$ cat src/rtl/axi_read_data_router.sv
// R-channel router for a 2-master / 2-slave AXI read interconnect: tracks one
// outstanding burst per master, serialises same-slave bursts in AR order and checks beat counts.
module axi_read_data_router #(
    parameter int DATA_W = 32,
    parameter int LEN_W  = 8
) (
    input  logic              clkk,
    input  logic              resett,
    input  logic              M0_ARVALID,
    input  logic              M0_ARREADY,
    input  logic              M0_ARSLV,
    input  logic [LEN_W-1:0]  M0_ARLEN,
    input  logic              M1_ARVALID,
    input  logic              M1_ARREADY,
    input  logic              M1_ARSLV,
    input  logic [LEN_W-1:0]  M1_ARLEN,
    input  logic              S0_RVALID,
    input  logic [DATA_W-1:0] S0_RDATA,
    input  logic [1:0]        S0_RRESP,
    input  logic              S0_RLAST,
    output logic              S0_RREADY,
    input  logic              S1_RVALID,
    input  logic [DATA_W-1:0] S1_RDATA,
    input  logic [1:0]        S1_RRESP,
    input  logic              S1_RLAST,
    output logic              S1_RREADY,
    output logic              M0_RVALID,
    output logic [DATA_W-1:0] M0_RDATA,
    output logic [1:0]        M0_RRESP,
    output logic              M0_RLAST,
    input  logic              M0_RREADY,
    output logic              M1_RVALID,
    output logic [DATA_W-1:0] M1_RDATA,
    output logic [1:0]        M1_RRESP,
    output logic              M1_RLAST,
    input  logic              M1_RREADY,
    output logic              M0_busy,
    output logic              M1_busy,
    output logic [1:0]        len_err,
    output logic [1:0]        ar_drop,
    output logic [3:0]        state_dbg
);

    // Handshakes: a transfer happens in a cycle where valid and ready are both high;
    // valid never waits on ready, and the routed R path is purely combinational.
    typedef enum logic [1:0] {
        IDLE   = 2'd0,
        WAIT   = 2'd1,
        ACTIVE = 2'd2
    } state_t;

    state_t           state_q [2];
    state_t           state_d [2];
    logic             slv_q   [2];
    logic             slv_d   [2];
    logic [LEN_W-1:0] len_q   [2];
    logic [LEN_W-1:0] len_d   [2];
    logic [LEN_W-1:0] cnt_q   [2];
    logic [LEN_W-1:0] cnt_d   [2];

    logic              ar_hs    [2];
    logic              ar_slv   [2];
    logic [LEN_W-1:0]  ar_len   [2];
    logic              m_rready [2];
    logic              s_rvalid [2];
    logic [DATA_W-1:0] s_rdata  [2];
    logic [1:0]        s_rresp  [2];
    logic              s_rlast  [2];
    logic              m_rvalid [2];
    logic [DATA_W-1:0] m_rdata  [2];
    logic [1:0]        m_rresp  [2];
    logic              m_rlast  [2];
    logic              s_rready [2];
    logic              beat     [2];
    logic              fin      [2];
    logic              acc      [2];
    logic              conflict [2];

    assign ar_hs[0]    = M0_ARVALID & M0_ARREADY;
    assign ar_hs[1]    = M1_ARVALID & M1_ARREADY;
    assign ar_slv[0]   = M0_ARSLV;
    assign ar_slv[1]   = M1_ARSLV;
    assign ar_len[0]   = M0_ARLEN;
    assign ar_len[1]   = M1_ARLEN;
    assign m_rready[0] = M0_RREADY;
    assign m_rready[1] = M1_RREADY;
    assign s_rvalid[0] = S0_RVALID;
    assign s_rvalid[1] = S1_RVALID;
    assign s_rdata[0]  = S0_RDATA;
    assign s_rdata[1]  = S1_RDATA;
    assign s_rresp[0]  = S0_RRESP;
    assign s_rresp[1]  = S1_RRESP;
    assign s_rlast[0]  = S0_RLAST;
    assign s_rlast[1]  = S1_RLAST;

    assign M0_RVALID = m_rvalid[0];
    assign M0_RDATA  = m_rdata[0];
    assign M0_RRESP  = m_rresp[0];
    assign M0_RLAST  = m_rlast[0];
    assign M1_RVALID = m_rvalid[1];
    assign M1_RDATA  = m_rdata[1];
    assign M1_RRESP  = m_rresp[1];
    assign M1_RLAST  = m_rlast[1];
    assign S0_RREADY = s_rready[0];
    assign S1_RREADY = s_rready[1];

    always_comb begin : route
        for (int m = 0; m < 2; m++) begin
            m_rvalid[m] = 1'b0;
            m_rdata[m]  = '0;
            m_rresp[m]  = '0;
            m_rlast[m]  = 1'b0;
            if (state_q[m] == ACTIVE) begin
                m_rvalid[m] = s_rvalid[slv_q[m]];
                m_rdata[m]  = s_rdata[slv_q[m]];
                m_rresp[m]  = s_rresp[slv_q[m]];
                m_rlast[m]  = s_rlast[slv_q[m]];
            end
        end
        for (int s = 0; s < 2; s++) begin
            s_rready[s] = 1'b0;
            for (int m = 0; m < 2; m++) begin
                if (state_q[m] == ACTIVE && slv_q[m] == s[0])
                    s_rready[s] = s_rready[s] | m_rready[m];
            end
        end
    end

    // M0 wins a tie: M1 also yields to a slave M0 is claiming in this same cycle.
    always_comb begin : handshakes
        for (int m = 0; m < 2; m++) begin
            beat[m] = m_rvalid[m] & m_rready[m];
            fin[m]  = beat[m] & m_rlast[m];
            acc[m]  = ar_hs[m] & ((state_q[m] == IDLE) | fin[m]);
        end
        conflict[0] = (state_q[1] != IDLE) && (slv_q[1] == ar_slv[0]) && !fin[1];
        conflict[1] = ((state_q[0] != IDLE) && (slv_q[0] == ar_slv[1]) && !fin[0])
                    || (acc[0] && (ar_slv[0] == ar_slv[1]));
    end

    always_comb begin : next_state
        for (int m = 0; m < 2; m++) begin
            state_d[m] = state_q[m];
            slv_d[m]   = slv_q[m];
            len_d[m]   = len_q[m];
            cnt_d[m]   = cnt_q[m];
            if (acc[m]) begin
                slv_d[m]   = ar_slv[m];
                len_d[m]   = ar_len[m];
                cnt_d[m]   = '0;
                state_d[m] = conflict[m] ? WAIT : ACTIVE;
            end else begin
                case (state_q[m])
                    WAIT: begin
                        if (fin[1-m] || !(state_q[1-m] != IDLE && slv_q[1-m] == slv_q[m]))
                            state_d[m] = ACTIVE;
                    end
                    ACTIVE: begin
                        if (beat[m])
                            cnt_d[m] = cnt_q[m] + 1'b1;
                        if (fin[m])
                            state_d[m] = IDLE;
                    end
                    default: ;
                endcase
            end
        end
    end

    always_ff @(posedge clkk or posedge resett) begin
        if (resett) begin
            for (int m = 0; m < 2; m++) begin
                state_q[m] <= IDLE;
                slv_q[m]   <= 1'b0;
                len_q[m]   <= '0;
                cnt_q[m]   <= '0;
            end
        end else begin
            for (int m = 0; m < 2; m++) begin
                state_q[m] <= state_d[m];
                slv_q[m]   <= slv_d[m];
                len_q[m]   <= len_d[m];
                cnt_q[m]   <= cnt_d[m];
            end
        end
    end

    always_comb begin : outputs
        for (int m = 0; m < 2; m++) begin
            len_err[m] = beat[m] & (m_rlast[m] ? (cnt_q[m] != len_q[m])
                                               : (cnt_q[m] == len_q[m]));
            ar_drop[m] = ar_hs[m] & ~acc[m];
        end
    end

    assign M0_busy   = (state_q[0] != IDLE);
    assign M1_busy   = (state_q[1] != IDLE);
    assign state_dbg = {state_q[1], state_q[0]};

endmodule
$ cat config.mk
export PLATFORM = sky130hd
export DESIGN_NAME = axi_read_data_router
export DESIGN_NICKNAME = d
export VERILOG_FILES = /design/src/rtl/axi_read_data_router.sv
export SDC_FILE = /design/constraint.sdc
export NUM_CORES = 1
export LEC_CHECK = 0
export CAP_MARGIN = 20
export CORE_MARGIN = 2
export CORE_UTILIZATION = 60
export CTS_BUF_LIST = sky130_fd_sc_hd__clkbuf_8
export DETAILED_ROUTE_END_ITERATION = 10
export DONT_BUFFER_PORTS = 1
export HOLD_SLACK_MARGIN = 0.02
export PLACE_DENSITY_LB_ADDON = 0.12
export SLEW_MARGIN = 10
export SYNTH_ARGS = -nofsm -noshare
export SYNTH_HDL_FRONTEND = slang
export SYNTH_SLANG_ARGS = --single-unit
$ cat constraint.sdc
create_clock -name clkk -period 2.3 [get_ports clkk]
set_input_delay 0.345 -clock clkk [delete_from_list [all_inputs] [get_ports clkk]]
set_output_delay 0.345 -clock clkk [all_outputs]
set_load 0.02 [all_outputs]
# [After elaboration in Yosys (flattened, before gate mapping)]
# Cells that the tools add are included.
[op_classes] n_addsub=2 n_mul=0 n_div=0 order_cmp=2 n_eq_ne=17 shift=0 mux=54 bitwise_logic=22 n_reduce_logical=32
[op_table] op="$mux W32" n=8
[op_table] op="$mux W8" n=6
[op_table] op="$mux W2" n=16
[op_table] op="$mux W1" n=22
[op_table] op="$add A8 B1 Y8 const B" n=2
[op_table] op="$eq A8 B8 Y1" n=2
[op_table] op="$ne A8 B8 Y1" n=2
[op_table] op="$and A1 B1 Y1" n=12
[op_table] op="$ne A3 B3 Y1 const B" n=4
[op_table] op="$reduce_bool A2 Y1" n=6
[op_table] op="$logic_and A1 B1 Y1" n=11
[op_table] op="$pmux W2 S2" n=2
[op_table] op="$reduce_and A3 Y1" n=2
[op_table] op="$reduce_bool A3 Y1" n=2
[op_table] op="$eq A1 B1 Y1" n=5
[op_table] op="$eq A2 B1 Y1 const B" n=2
[op_table] op="$eq A2 B2 Y1 const B" n=2
[op_table] op="$ge A2 B2 Y1 const B" n=2
[op_table] op="$logic_not A1 Y1" n=4
[op_table] op="$logic_not A2 Y1" n=2
[op_table] op="$not A1 Y1" n=4
[op_table] op="$not A1 Y2" n=2
[op_table] op="$or A1 B1 Y1" n=4
[op_table] op="$reduce_and A2 Y1" n=2
[op_table] op="$logic_or A1 B1 Y1" n=3
[totals] reg_bits=38 latch_bits=0 mem_bits_rw=0 mem_bits_ro=0 word_cells=137 mem_count=0

# [Logic depth before layout (Yosys ltp)]
[logic_depth] ltp_word=13 depth_mapped=7 depth_no_buf=5

# [Worst setup path after synthesis]
# OpenSTA, ideal clock, no wires.
[synth_timing] kind="register -> output" from="reg slv_q[0] (netlist name)" to="out len_err[1]" arrival_ps=1949 t_required_ps=1955 slack_ps=6 path_stages_with_launch=6 n_path_buf=1 path_cell_list="dfrtp_1 > buf_4 > mux2_4 > and2_1 > or3_1 > a21boi_0"
[synth_via] elab_chain_len=7 elab_cells_between_ends=12 cone_classes="mux (9); bitwise (3)"
[synth_rtl] item="start, declared" line_no="54" rtl="logic slv_q [2];"
[synth_rtl] item="start signal, assigned by index" line_no="181" rtl="slv_q[m] <= slv_d[m];"
[synth_rtl] item="$not A1 Y2 (not written as such)" line_no="117" rtl="m_rlast[m] = s_rlast[slv_q[m]];"
[synth_rtl] item="$mux W1 (not written as such) (3 in series)" line_no="117"
[synth_rtl] item="$mux W1" line_no="113" rtl="if (state_q[m] == ACTIVE) begin"
[synth_rtl] item="via M1_RLAST" line_no="35" rtl="output logic M1_RLAST,"
[synth_rtl] item="$mux W1" line_no="190" rtl="len_err[m] = beat[m] & (m_rlast[m] ? (cnt_q[m] != len_q[m])"
[synth_rtl] item="$and A1 B1 Y1" line_no="190"
[synth_rtl] item="end, declared" line_no="39" rtl="output logic [1:0] len_err,"
# The timed path passes the listed nets, and every way through them passes these cells. The select of a mux whose other input is x is not followed.

# [Worst setup path after layout]
[layout_timing] from="reg slv_q[0] (netlist name)" to="out len_err[1]"
[layout_via] elab_chain_len=7 elab_cells_between_ends=12 cone_classes="mux (9); bitwise (3)"
[layout_rtl] item="$not A1 Y2 (not written as such) *" line_no="114, 117"
[layout_rtl] item="$mux W1 (on tied branches) (3 in series)" line_no="114, 117"
[layout_rtl] item="$mux W1" line_no="113"
[layout_rtl] item="$and A1 B1 Y1 or $mux W1 (tied branches)" line_no="132, 190"
[layout_rtl] item="$and A1 B1 Y1 *" line_no="190"
# Mark *: on every way between the ends. The rest lies on a longest branch, timed or not. The select of a mux whose other input is x is not followed.

==> metrics.md <==
| Metric | Value |
|---|---|
| Clk buf depth | `2` |
| Largest net degree at the start of global routing | `39` |
| Non-Filler Instances | `430` |
| Die H | `74.88 um` |
| # DRC | `0` |
| Worst EP arrival | `1890 ps` |
| Min-Delay Path Class | `in -> async` |
| Fin nets | `462` |
| Most frequent cells in the layout | `nor2_1, buf_4, mux2i_1` |
| Grt total ovfl | `0` |
| Post-DR vias/cell | `6.221` |
| Final Hold Violating Endpoints | `0` |
| Tcrit/Tclk final | `97.05%` |
| Antenna cells | `0` |
| P per Cell Area | `1562 mW/mm2` |
| Worst Setup SP | `slv_q[0]` |
| Seq/Total Area, Yosys | `31.55%` |
| Adder-cell area share of the yosys netlist | `0.8302%` |
| Initial antenna violation count | `0` |
| Most common cell after layout, fill and taps aside | `nor2_1` |
| Clock skew | `roughly 6.8 ps` |
| H-tree depth | `2` |
| IO Count | `182` |
| Syn Area/Cell | `9.332 um2` |
| Register-to-Register Setup Slack | `170 ps` |
| Minimum clock period | `between 2000 and 2500 ps` |
| Die area | `0.005606 mm2` |
| Syn_nets | `about 420` |
| Root Driver | `clkbuf_8` |
| Clk Latency, worst-skew pair | `290 ps` |
| Synth Area in Compound Gates | `between 15 and 20%` |
| Crit Path Category | `reg -> out` |
| Fillers | `about 370` |
| Synth unique cells | `48` |
| Post-synthesis simple-gate area fraction | `17.02%` |
| Status | `completed` |
| EDFF count, synth | `0` |
| Total GRT Usage | `29.40%` |
| DRT iter0 DRCs | `125` |
| Share of layout cells above drive strength 1 | `26.72%` |
| Cell count after placement | `roughly 420` |
| Clock slew at reported path FFs | `about 80 ps` |
| Initial core utilization | `62.98%` |
| FF-to-FF Start | `state_dbg[0]` |
| DP HPWL | `6825 um` |
| Synthesized-area fraction occupied by xor and xnor cells | `under 10%` |
| Routed vias | `approximately 2,700` |
| Mapped Cells | `323` |
| Worst setup EP type | `primary output` |
| Max Fclk | `0.4480 GHz` |
| Slew headroom | `48.69%` |
| Count of pins over their slew limit | `0` |
| Ys async rst share | `100.0%` |
| GPL Wtd Cong | `around 0.9` |
| CTS sink cnt | `38` |
| Die width | `roughly 75 um` |
| Pre-Repair DR Iteration Count | `4` |
| Syn Std Cell Area | `0.003014 mm2` |
| Worst vdd rail ir drop | `between 0.9 and 1 mV` |
| Vias in the first global route | `around 2,600` |
| Warnings from Yosys | `0` |
| Yosys reg bits | `38` |
| CORE AREA | `0.004786 mm2` |
| CP Launch Type | `flop` |
| Crit path required time | `1960 ps` |
| Leakage | `between 1.5 and 2 nW` |
| Global-route wire length before repair | `12,440 um` |
| RSZ-0062 raised after global routing | `true` |
| Site Rows | `25` |
| CTS Buf Count | `5` |
| CTS tree | `yes` |
| # Max-Cap Violations | `0` |
| R2R depth | `5` |
| Drt total wl | `slightly below 9000 um` |
| CP max FO | `3` |
| Ys flop type | `dfrtp_1` |
| Port bufs | `0` |
| Reg2reg end | `len_q[10]` |
| Post-route ant nets | `0` |
| Synthesis-to-layout area growth | `18.18%` |
| Mux cell area share after synthesis | `19.63%` |
| Final instance area | `0.003562 mm2` |
| Drt wl/cell | `about 21 um` |
| # setup viols final | `0` |
| Largest family of logic cells by synthesized area | `multiplexers` |
| Dpl cell area | `around 0.0034 mm2` |
| Slew at the pin closest to its max-slew limit | `768.9 ps` |
==> synth_stat cells, drive strengths merged (2+ instances only) <==
cell     n  area share, %
mux2i   37             12
clkbuf  12            1.5
or2      2           0.42
mux2    19            7.2
o31ai    3            1.1
and2     2           0.42
o21ai    5           0.83
nand2    9            1.1
buf     11            2.5
inv      7           0.87
xor2    12            3.5
nor2    60            7.6
ha       2           0.83
nand4   15            3.1
dfrtp   38             32
and3     5            1.2
nor3     4            1.0
a22o    35             10
xnor2   21            6.1
nand2b   3           0.62
a21oi    3           0.50
==> metal layers <==
| layer | track usage, % | vias up | part of all wire (%) |
|---|---|---|---|
| met5 | 0 | - | 0 |
| met3 | 9.237 | 8 | 8.9 |
| met4 | 5.754 | 0 | 0.63 |
| met1 | 34.83 | 1312 | 38 |
| met2 | 52.53 | 112 | 52 |
| li1 | - | 1243 | - |
==> worst max-delay path by stage <==
stage / end / slack [ps]
2_1_floorplan: len_err[1] / 6
3_3_place_gp: len_err[1] / 240
3_5_place_dp: len_q[5] / 180
4_1_cts: len_err[1] / 30
5_1_grt: len_err[0] / -8
6_report: len_err[1] / 70
==> critical path, cell delays in order (launching register included) <==
cell,delay (ps)
dfrtp_2,440
mux2_4,320
and2_1,180
or3_1,370
a21boi_1,130
buf_4,160
==> state kept, by name, summed over array words and instances, names as in the netlist <==
| signal | flops |
|---|---|
| cnt_q | 16 |
| len_q | 16 |
| slv_q | 2 |
| state_dbg | 4 |
==> cell families after synthesis <==
family	after synthesis
simple gates	106
compound gates	58
mux	56
flops	38
xor+xnor	33
buf+inv	30
fa+ha+maj	2
==> power breakdown <==
part           internal [W]  switching (W)
Combinational       0.00157        0.00226
Sequential         0.000910       0.000267
Clock              0.000319       0.000245
==> repair_timing <==
item                                    CTS  global route
endpoints found under the setup margin    2             2
resized for setup                         1             5
setup buffers                             1             0
pin swaps                                 0             1
hold buffers                              0             0
endpoints found under the hold margin     0             0
==> layout make-up <==
class	instances	area (um2)	area share [%]
sequential	38	954.7	26.80
timing repair buffer	55	450.4	12.64
inverter	7	26.28	0.7376
multi-input combinational	255	1937	54.37
tap	67	83.83	2.353
clock buffer	5	68.82	1.932
clock inverter	3	41.29	1.159
==> metrics by stage <==
step | hold slack [ps] | power (W) | utilization, % | setup TNS (ps) | setup slack [ps]
6_report | 58.34 | 0.005565 | 74.43 | 0 | 67.92
5_1_grt | 91.47 | 0.005863 | 74.43 | -8.384 | -8.384
4_1_cts | 79.60 | 0.005539 | 74.09 | 0 | 28.85
3_5_place_dp | 395.4 | 0.004953 | 71.61 | 0 | 176.0
3_3_place_gp | 375.7 | 0.004874 | 71.61 | 0 | 240.6
2_1_floorplan | 496.6 | 0.003928 | - | 0 | 5.658
No activity file was read; power rests on OpenSTA's default activity.
